--- src/rtl/branch_predictor.sv ---
// ---------------------------------------------------------------------------
// branch_predictor
//   IF-stage dynamic branch predictor. It uses a direct-mapped BTB with one
//   2-bit saturating counter per entry. The EX-stage resolution of the branch
//   in flight trains it one cycle later. It also keeps free-running branch and
//   mispredict counters for performance measurement.
//
// Ports
//   clk, rst          : clock and synchronous active-high reset
//   if_pc             : current fetch PC (looked up combinationally)
//   predict_taken     : the fetch PC hits a valid entry whose counter is T
//   predict_target    : BTB target when predicted taken, otherwise if_pc + 4
//   ex_is_branch      : EX holds a resolved conditional branch
//   ex_taken          : resolved direction
//   ex_predict_wrong  : the branch was mispredicted
//   ex_pc             : PC of the EX branch
//   ex_br_target      : computed taken target of the EX branch
//   branch_count      : resolved conditional branches since reset
//   mispredict_count  : mispredicted branches since reset
// ---------------------------------------------------------------------------
module branch_predictor #(
    parameter int ENTRIES = 64,
    parameter int INDEX_W = $clog2(ENTRIES),
    parameter int TAG_W   = 30 - INDEX_W
) (
    input  logic        clk,
    input  logic        rst,
    input  logic [31:0] if_pc,
    output logic        predict_taken,
    output logic [31:0] predict_target,
    input  logic        ex_is_branch,
    input  logic        ex_taken,
    input  logic        ex_predict_wrong,
    input  logic [31:0] ex_pc,
    input  logic [31:0] ex_br_target,
    output logic [31:0] branch_count,
    output logic [31:0] mispredict_count
);

    // Counter encoding: 00 strong-NT, 01 weak-NT, 10 weak-T, 11 strong-T
    logic [ENTRIES-1:0] valid_q, valid_d;
    logic [TAG_W-1:0]   tag_q    [ENTRIES];
    logic [TAG_W-1:0]   tag_d    [ENTRIES];
    logic [31:0]        target_q [ENTRIES];
    logic [31:0]        target_d [ENTRIES];
    logic [1:0]         ctr_q    [ENTRIES];
    logic [1:0]         ctr_d    [ENTRIES];
    logic [31:0]        branch_count_q, branch_count_d;
    logic [31:0]        mispredict_count_q, mispredict_count_d;

    logic [INDEX_W-1:0] if_idx, ex_idx;
    logic [TAG_W-1:0]   if_tag, ex_tag;
    logic               if_hit, ex_hit;

    // The two low PC bits never take part in index or tag.
    logic unused_low_bits;
    assign unused_low_bits = ^{if_pc[1:0], ex_pc[1:0]};

    assign if_idx = if_pc[INDEX_W+1:2];
    assign if_tag = if_pc[31:INDEX_W+2];
    assign ex_idx = ex_pc[INDEX_W+1:2];
    assign ex_tag = ex_pc[31:INDEX_W+2];

    // Lookup reads only registered state, so an update to the same entry in
    // this cycle becomes visible only on the next cycle.
    always_comb begin
        if_hit         = valid_q[if_idx] && (tag_q[if_idx] == if_tag);
        predict_taken  = if_hit && ctr_q[if_idx][1];
        predict_target = predict_taken ? target_q[if_idx] : if_pc + 32'd4;
    end

    always_comb begin
        valid_d            = valid_q;
        tag_d              = tag_q;
        target_d           = target_q;
        ctr_d              = ctr_q;
        branch_count_d     = branch_count_q;
        mispredict_count_d = mispredict_count_q;
        ex_hit             = valid_q[ex_idx] && (tag_q[ex_idx] == ex_tag);

        if (ex_is_branch) begin
            branch_count_d = branch_count_q + 32'd1;
            if (ex_predict_wrong)
                mispredict_count_d = mispredict_count_q + 32'd1;

            if (ex_hit) begin
                if (ex_taken) begin
                    ctr_d[ex_idx]    = (ctr_q[ex_idx] == 2'b11) ? 2'b11 : ctr_q[ex_idx] + 2'd1;
                    target_d[ex_idx] = ex_br_target;
                end else begin
                    ctr_d[ex_idx]    = (ctr_q[ex_idx] == 2'b00) ? 2'b00 : ctr_q[ex_idx] - 2'd1;
                end
            end else if (ex_taken) begin
                // A taken miss allocates and evicts whatever aliased there.
                // Not-taken misses are never allocated.
                valid_d[ex_idx]  = 1'b1;
                tag_d[ex_idx]    = ex_tag;
                target_d[ex_idx] = ex_br_target;
                ctr_d[ex_idx]    = 2'b10;
            end
        end
    end

    always_ff @(posedge clk) begin
        if (rst) begin
            valid_q            <= '0;
            branch_count_q     <= '0;
            mispredict_count_q <= '0;
            for (int i = 0; i < ENTRIES; i++)
                ctr_q[i] <= 2'b01;
        end else begin
            valid_q            <= valid_d;
            tag_q              <= tag_d;
            target_q           <= target_d;
            ctr_q              <= ctr_d;
            branch_count_q     <= branch_count_d;
            mispredict_count_q <= mispredict_count_d;
        end
    end

    assign branch_count     = branch_count_q;
    assign mispredict_count = mispredict_count_q;

endmodule

--- config.mk ---
export PLATFORM = sky130hd
export DESIGN_NAME = branch_predictor
export DESIGN_NICKNAME = d
export VERILOG_FILES = /design/src/rtl/branch_predictor.sv
export SDC_FILE = /design/constraint.sdc
export NUM_CORES = 2
export LEC_CHECK = 0
export BUFFER_PORTS_ARGS = -buffer_cell sky130_fd_sc_hd__buf_2
export CAP_MARGIN = 20
export CORE_ASPECT_RATIO = 1.1
export CORE_MARGIN = 5
export CORE_UTILIZATION = 45
export CTS_BUF_LIST = sky130_fd_sc_hd__clkbuf_16
export CTS_CLUSTER_DIAMETER = 40
export DETAILED_ROUTE_END_ITERATION = 8
export HOLD_SLACK_MARGIN = 0.03
export PLACE_DENSITY = 0.63
export SETUP_SLACK_MARGIN = 0.2
export SYNTH_ARGS = -nofsm -noshare
export SYNTH_HDL_FRONTEND = slang
export SYNTH_SLANG_ARGS = --single-unit
--- constraint.sdc ---
create_clock -name clk -period 6.4 [get_ports clk]
set_clock_uncertainty 0.1 [all_clocks]
set_input_delay 1.28 -clock clk [delete_from_list [all_inputs] [get_ports clk]]
set_output_delay 1.28 -clock clk [all_outputs]
set_load 0.1 [all_outputs]
==> impl_metrics.py <==
metrics = {
    "outcome": {
        "outcome": "complete, but fails checks",
        "failed_checks": "negative setup slack",
    },
    "critical_path": {
        "cp-start-kind": "primary input",
        "cp_max_fo": 8,
        "cp.arrival_ps": 5710,
        "end_kind": "primary output",
        "path_class": "in -> out",
        "cp.required_ps": 5020,
        "reg2reg_from": "tag_q[1486]$_DFFE_PP_",
        "r2r-end": "tag_q[352]$_DFFE_PP_",
        "crit_start": "if_pc[2]",
        "ff2ff_path_depth": 15,
        "timing.reg2reg.setup_slack_ps": 1240,
    },
    "logic_synthesis": {
        "syn_area_per_cell_um2": 19.5,
        "synth-edff-count": 3584,
        "ys.flop_type": "edfxtp_1",
        "synthArstFlopShare": 0,
        "yosysSeqAreaShare": 0.692,
        "ys_seq_elements": 3840,
        "synth_nets": 8438,
        "synthCells": 8334,
        "yosysWarnings": 0,
        "syn-cell-area_um2": 163000,
        "yosysUniqueCellTypes": 83,
    },
    "min_path": {
        "min_from": "ctr_q[104]$_SDFFE_PP1P_",
        "min_to": "ctr_q[104]$_SDFFE_PP1P_",
        "min_path_cells": 1,
        "min_path_type": "reg -> reg",
    },
    "place": {
        "dpl.hpwl_um": 366000,
        "gp_congestion": 0.965,
        "io_buffers": 195,
        "place_area_um2": 178000,
    },
    "routing": {
        "vias": 98500,
        "routed_wl_um": 575000,
        "drc": 0,
        "wl_met1_um": 199000,
        "drt-vias-per-instance": 6.78,
        "ant_nets": 0,
        "wl_met3_um": 69200,
        "top_layer": "met5",
        "wl_met2_um": 263000,
        "drt_pass1_iterations": 6,
        "wl_per_cell_um": 39.6,
        "drt_iter0_drc": 15700,
    },
    "global_route": {
        "grt_first_pass_wirelength_um": 785000,
        "grt_pass1_vias": 97200,
        "overflow": 0,
        "grt_max_degree": 205,
        "antenna_found_initial": 63,
        "grt_use_total": 0.301,
    },
    "cts": {
        "clock_sinks": 3840,
        "cts.path.max_buffers": 4,
        "root_buffer": "clkbuf_16",
        "cts_tree": "yes",
        "cts_max_level": 5,
        "clock_latency_ps": 1030,
        "cts_made_buffers": 469,
        "path_clk_slew_ps": 50,
    },
    "finish": {
        "nets": 9390,
        "final_common_cell": "edfxtp_1",
        "drive_above_1_share": 0.368,
        "final_area_um2": 196000,
        "final_cell_mix": "edfxtp_1, mux4_2, buf_4",
        "syn_to_final_growth_pct": 20.4,
    },
    "flow_run": {
        "cap_violations": 0,
    },
    "power": {
        "total_power_uw": 58400,
        "peakVddDrop_mv": 0.262,
        "power_density_nw_per_um2": 298,
        "p_leak_uw": 0.0634,
    },
    "floorplan": {
        "io_pins": 198,
        "core_area_um2": 360000,
        "num_rows": 231,
        "die_y_um": 641,
        "die_x_um": 584,
        "die-area_um2": 374000,
        "start_util": 0.452,
    },
    "timing": {
        "slew_headroom": 0.162,
        "timing.fmax_mhz": 141,
        "fin_ws_ps": -692,
        "finalCritPeriodShare": 1.11,
        "setup_viol": 33,
        "maxSlewViolCount": 0,
        "final.min_clock_period_ps": 7090,
        "rsz0062_at_grt": "yes",
        "final-hold-violation-count": 0,
        "tightest_slew_ps": 1250,
    },
}
## worst max-delay path by stage
stage / to / depth (start not counted) / slack [ps]
floorplan: predict_target[7] / 11 / -170
global placement: predict_target[7] / 19 / -1200
detailed placement: predict_target[7] / 19 / -1240
CTS: predict_target[7] / 20 / -550
global route: predict_target[7] / 20 / -750
finish: predict_target[7] / 18 / -690
## final cells by class
type                       count  area (um^2)
antenna                       59          148
clock buffer                 478        12000
clock inverter               402         3900
fill                       27400       164000
inverter                      85          333
multi-input combinational   3765        48300
sequential                  3840       113000
tap                         4776         5980
timing repair buffer        1125        12700
## per-stage QoR
step / setup WS [ps] / TNS, ps / std cells / util / hold WS (ps)
after global routing: -748 / -20920 / 14500 / 0.544 / 384
after floorplan: -173 / -173 / 8334 / - / 330
after CTS: -545 / -14410 / 14400 / 0.543 / 363
after detailed placement: -1240 / -221460 / 13500 / 0.495 / 351
after global placement: -1200 / -176710 / 13500 / 0.495 / 340
final: -692 / -19180 / 14500 / 0.545 / 363
## cells by family (layout without fill, tap and decap cells)
logic type | after synthesis | in the layout | synth area share
AO/OA/AOI/OAI | 979 | 979 | 0.0454
multiplexers | 1714 | 1714 | 0.207
buffers and inverters | 729 | 2090 | 0.0200
flip-flops | 3840 | 3840 | 0.692
XOR/XNOR | 133 | 133 | 0.00715
AND/OR/NAND/NOR | 935 | 935 | 0.0277
adder cells (fa/ha/maj) | 4 | 4 | 0.000292
other | 0 | 59 | 0
## synthesized netlist by cell type, types with 53 or more instances
| library cell | instances | area (um^2) |
|---|---|---|
| dfxtp_1 | 256 | 5120 |
| o22ai_1 | 88 | 551 |
| mux2i_1 | 279 | 2790 |
| a221oi_1 | 135 | 1180 |
| clkbuf_1 | 273 | 1020 |
| xor2_1 | 73 | 639 |
| inv_1 | 81 | 304 |
| a221o_1 | 85 | 851 |
| buf_2 | 194 | 971 |
| edfxtp_1 | 3584 | 108000 |
| xnor2_1 | 60 | 526 |
| nor3_1 | 93 | 465 |
| nor2_1 | 247 | 927 |
| nand3_1 | 108 | 541 |
| buf_1 | 126 | 473 |
| o21ai_0 | 106 | 531 |
| o32ai_1 | 53 | 464 |
| nand2_1 | 271 | 1020 |
| mux2_2 | 117 | 1320 |
| a22oi_1 | 143 | 1070 |
| mux4_2 | 1314 | 29600 |
| a21oi_1 | 122 | 611 |
## flip-flops by register name (all words and copies together) (netlist names)
| name | flops |
|---|---|
| ctr_q | 128 |
| branch_count | 32 |
| mispredict_count | 32 |
| valid_q | 64 |
| tag_q | 1536 |
| target_q | 2048 |
## critical path, cell delays in order
cell      delay, ps
buf_16          150
buf_12          170
buf_12          140
mux4_2          490
mux4_2          500
mux4_2          570
xnor2_2         170
buf_4           180
and4_4          210
buf_6           130
nand4_1          90
buf_6           150
nor3_4           50
buf_12          130
buf_12          110
o211ai_1        710
buf_4           270
buf_12          170
## repair_timing
item / CTS / global route
pin swaps: 7 / 8
setup endpoints to repair: 33 / 33
gates cloned: 7 / 3
resized for setup: 165 / 20
hold buffers: 0 / 0
buffers inserted: 29 / 4
## layer usage
| layer | up-vias | global-route usage |
|---|---|---|
| li1 | 37500 | - |
| met1 | 51600 | 0.383 |
| met2 | 7589 | 0.464 |
| met3 | 1817 | 0.0792 |
| met4 | 20 | 0.190 |
| met5 | - | 0 |
## report_power, final
part | leakage, uW | switching, uW | internal (uW)
registers | 0.0343 | 24.2 | 27500
logic | 0.0213 | 2480 | 1620
clock network | 0.00783 | 11200 | 15600
No activity file was read; power rests on OpenSTA's default activity.
